## config.mk

```make
export PLATFORM = sky130hd
export DESIGN_NAME = hdlc_command_rx
export DESIGN_NICKNAME = d
export VERILOG_FILES = /design/src/rtl/hdlc_command_rx.sv
export SDC_FILE = /design/constraint.sdc
export NUM_CORES = 1
export LEC_CHECK = 0
export BUFFER_PORTS_ARGS = -buffer_cell sky130_fd_sc_hd__buf_4
export CAP_MARGIN = 20
export CORE_MARGIN = 2
export CORE_UTILIZATION = 50
export CTS_CLUSTER_DIAMETER = 120
export DETAILED_ROUTE_END_ITERATION = 10
export GPL_TIMING_DRIVEN = 0
export MAX_ROUTING_LAYER = met4
export PLACE_DENSITY = 0.76
export RECOVER_POWER = 25
export SETUP_SLACK_MARGIN = 0.4
export SLEW_MARGIN = 30
export SYNTH_ARGS = -nofsm -noshare
export SYNTH_HDL_FRONTEND = slang
export SYNTH_SLANG_ARGS = --single-unit
```

## constraint.sdc

```tcl
create_clock -name clk -period 3.1 [get_ports clk]
set_clock_uncertainty 0.2 [all_clocks]
set_input_delay 0.775 -clock clk [delete_from_list [all_inputs] [get_ports clk]]
set_output_delay 0.775 -clock clk [all_outputs]
set_load 0.02 [all_outputs]
```

## src/rtl/hdlc_command_rx.sv

```systemverilog
// hdlc_command_rx: hunts the 422 command line for the sync word, then deserialises a 32-bit command.
// Optional HDLC_CMD_RX_DEGLITCH_EN: 2-of-3 majority filter on the synchronised line.
module hdlc_command_rx #(
  parameter logic [15:0] SYNC_WORD    = 16'h55AA,
  parameter logic [1:0]  SAMPLE_PHASE = 2'd3
) (
  input  logic        clk,
  input  logic        rstn,
  input  logic [1:0]  clk_cnt,
  input  logic        rx_en,
  input  logic        data_in,
  output logic [31:0] cmd_data,
  output logic        cmd_valid,
  output logic        busy,
  output logic [7:0]  frame_cnt
);
  typedef enum logic {HUNT, RECV} state_t;
  state_t state, state_n;
  logic s1, s2, rx_bit, sample;
  logic [15:0] sync_sr, sync_n, sync_shift;
  logic [31:0] data_sr, data_n, cmd_n, word;
  logic [4:0] bit_cnt, cnt_n;
  logic [7:0] frame_n;
  logic valid_n;
  always_ff @(posedge clk or negedge rstn)
    if (!rstn) {s1, s2} <= 2'b00;
    else {s1, s2} <= {data_in, s1};
`ifdef HDLC_CMD_RX_DEGLITCH_EN
  logic [1:0] hist;
  always_ff @(posedge clk or negedge rstn)
    if (!rstn) hist <= 2'b00;
    else hist <= {hist[0], s2};
  // Majority over three consecutive synchroniser outputs rejects single-clk glitches
  assign rx_bit = (s2 & hist[0]) | (s2 & hist[1]) | (hist[0] & hist[1]);
`else
  assign rx_bit = s2;
`endif
  assign sample     = rx_en && clk_cnt == SAMPLE_PHASE;
  assign sync_shift = {sync_sr[14:0], rx_bit};
  assign word       = {data_sr[30:0], rx_bit};
  assign busy       = state == RECV;
  always_comb begin
    state_n = state;
    sync_n  = sync_sr;
    data_n  = data_sr;
    cnt_n   = bit_cnt;
    cmd_n   = cmd_data;
    frame_n = frame_cnt;
    valid_n = 1'b0;
    if (!rx_en) begin
      state_n = HUNT;
      sync_n  = '0;
      cnt_n   = '0;
    end else if (sample && state == HUNT) begin
      state_n = sync_shift == SYNC_WORD ? RECV : HUNT;
      sync_n  = sync_shift == SYNC_WORD ? '0 : sync_shift;
      cnt_n   = '0;
    end else if (sample) begin
      data_n  = word;
      cnt_n   = bit_cnt + 5'd1;
      valid_n = bit_cnt == 5'd31;
      state_n = valid_n ? HUNT : RECV;
      sync_n  = '0;
      cmd_n   = valid_n ? word : cmd_data;
      frame_n = valid_n ? frame_cnt + 8'd1 : frame_cnt;
    end
  end
  always_ff @(posedge clk or negedge rstn)
    if (!rstn) begin
      state     <= HUNT;
      sync_sr   <= '0;
      data_sr   <= '0;
      bit_cnt   <= '0;
      cmd_data  <= '0;
      cmd_valid <= 1'b0;
      frame_cnt <= '0;
    end else begin
      state     <= state_n;
      sync_sr   <= sync_n;
      data_sr   <= data_n;
      bit_cnt   <= cnt_n;
      cmd_data  <= cmd_n;
      cmd_valid <= valid_n;
      frame_cnt <= frame_n;
    end
endmodule
```

==> impl_metrics.py <==
metrics = {
    "die": {
        "core_area_um2": 7214,
        "die_width_um": 89.88,
        "boundaryPins": 48,
        "fp.dieH_um": 89.88,
        "rows": 31,
        "die-area_um2": 8078,
        "initial_utilization_pct": 51.11,
    },
    "worst_setup_path": {
        "critPathMaxFanout": 10,
        "required_ns": 3.14,
        "critical_path_arrival_ns": 2.33,
        "endpoint_kind": "flip-flop",
        "startpoint_type": "flip-flop",
        "path_class": "flip-flop to flip-flop",
    },
    "global_routing": {
        "overflow": 0,
        "grt_pass1_vias": 2360,
        "grt_pass1_wl_mm": 11.40,
        "grt_antenna_before_repair": 0,
        "grt_max_degree": 96,
        "grt_usage_pct": 17.80,
    },
    "synthesis": {
        "yosys.area.top_type_share_pct": 64.47,
        "synth_common_cells": "96 x nand2_1, 95 x dfrtp_1, 33 x mux2_2, 9 x a22o_1, 8 x a32o_1",
        "seq_area_frac_synth_pct": 64.47,
        "synth.most_common_cell": "nand2_1",
        "yosysWarningCount": 0,
        "synthesis.nets": 312,
        "async_flop_share_pct": 100.0,
        "synthTopCellsByArea": "dfrtp_1 64%, mux2_2 10%, nand2_1 9.8%",
        "avgSynthCellArea_um2": 12.17,
        "synth_edf_count": 0,
        "syn_area_um2": 3687,
        "synth-seq-cells": 95,
        "syn_inst": 303,
        "synth_ff_type": "dfrtp_1",
        "yosysTopAreaCell": "dfrtp_1",
        "synth_cell_types": 29,
    },
    "clock_network": {
        "cts_sinks": 95,
        "clock_path_buffers": 2,
        "cts_resized": 0,
        "cts_hold_buffers": 0,
        "root_buffer": "clkbuf_8",
        "h-tree-depth": 3,
        "cts_buffers": 9,
        "clkLatencyLatePin_ns": 0.36,
        "cts_setup_buffers": 0,
        "path_clk_slew_ns": 0.10,
        "cts_tree": "yes",
    },
    "routing": {
        "vias": 2369,
        "drc": 0,
        "ant_nets": 0,
        "routedWlPerCell_um": 13.98,
        "firstDrtPassIters": 4,
        "drt_wl_total_mm": 6.502,
        "dr.first_iter.drc_count": 165,
        "via_per_inst": 5.095,
    },
    "power_and_ir_drop": {
        "power.leakage_nw": 2.321,
        "p_per_area_nw_per_um2": 485.4,
        "ir_drop_mv": 0.3059,
    },
    "sta": {
        "setup_viol": 0,
        "rsz0062_at_grt": "no",
        "setup_tns_ns": 0,
        "drv_slew": 0,
        "min_period_over_period_pct": 73.68,
        "period_needed_ns": 2.284,
        "hold_violations": 0,
        "timing.hold.ws_ns": 0.1578,
        "relSlewSlack_pct": 44.14,
        "worst_pin_slew_ns": 0.8379,
        "clock.fmax_mhz": 437.8,
    },
    "final_layout": {
        "diodes": 0,
        "nets": 370,
        "final_core_util_pct": 60.42,
        "layout-drive-gt1-share_pct": 28.69,
        "area_growth_pct": 18.22,
        "fillers": 604,
        "finish.instance_area_um2": 4359,
    },
    "status": {
        "outcome": "completed",
    },
    "place": {
        "gp_congestion": 0.7628,
        "port_buffers": 47,
        "hpwl_mm": 4.241,
        "dpl_cell_area_um2": 4168,
    },
    "hold_path": {
        "hold_path.class": "flip-flop to flip-flop",
    },
    "flow_run": {
        "drv_cap": 0,
    },
}
## layout make-up
type / count / area [um^2] / area share (%)
timing repair buffer: 47 / 356.6 / 8.180
tap: 99 / 123.9 / 2.842
clock buffer: 11 / 151.4 / 3.473
inverter: 4 / 15.01 / 0.3444
clock inverter: 5 / 41.29 / 0.9472
sequential: 95 / 2377 / 54.54
multi-input combinational: 191 / 1226 / 28.13
buffer: 13 / 67.56 / 1.550
## placed cells by master (no fill, tap or decap), types with 4 or more instances in the layout
cell type  synthesis  layout
clkbuf_1           5       6
xor2_1             4       4
nand3_1            6       6
a22o_1             9       9
clkbuf_8           0      11
dfrtp_1           95      95
inv_1              4       4
nand4_1            4       4
buf_4              4      49
mux2_2            33      33
a32o_1             8       8
nor4bb_1           4       4
nand2_1           96      96
## cell families (layout without fill, tap and decap cells)
family,after synthesis,after routing,share of synthesized area [%]
xor gates and xnor gates,7,7,1.663
buffers and inverters,17,80,2.273
muxes,34,34,10.35
adders and majority gates,3,3,1.018
AOI/OAI and AO/OA,24,24,5.396
DFF,95,95,64.47
and+or+nand+nor,123,123,14.83
## power breakdown
group | internal (W) | leakage [nW] | switching, W
clock network | 0.000343 | 0.0974 | 0.000440
registers | 0.00125 | 1.32 | 0.0000129
logic | 0.0000187 | 0.906 | 0.0000510
total | 0.00161 | 2.32 | 0.000504
## through the flow
stage / total power, W / worst slack [ns] / instances
after floorplan: 0.001312 / 1.088 / 303
after global placement: 0.001357 / 0.8589 / 449
after detailed placement: 0.001361 / 0.8083 / 449
after CTS: 0.002130 / 0.8022 / 465
after global routing: 0.002196 / 0.6286 / 465
final: 0.002116 / 0.8160 / 465
## layer usage
layer,global-route usage [%],wire length (um)
met5,-,0
met2,26.20,3090
met3,4.023,243
met4,7.179,121
met1,24.38,3046
## sequential cells by signal, indices dropped and copies added, names as in the netlist
register   flops
cmd_data      32
data_sr       31
sync_sr       15
frame_cnt      8
bit_cnt        5
busy           1
cmd_valid      1
rx_bit         1
s1             1
## path summary, 6_finish.rpt
kind                       startpoint           end  slack (ns)  cells after the start
max                        bit_cnt[0]  cmd_data[18]        0.82                      7
min                                s1        rx_bit        0.16                      0
max reg2reg                bit_cnt[0]  cmd_data[18]        0.82                      7
min reg2reg                        s1        rx_bit        0.16                      0
max in group asynchronous        rstn  cmd_data[30]        1.85                      1
min in group asynchronous        rstn  frame_cnt[6]        0.29                      1
## worst max-delay path, stage by stage, from the launching register on
cell	delay (ns)
dfrtp_1	0.40
ha_1	0.20
and3_1	0.18
ha_1	0.19
nand2_1	0.16
nor2_4	0.25
buf_4	0.24
mux2_2	0.35
Note: power is estimated with default switching activity, not from simulation.
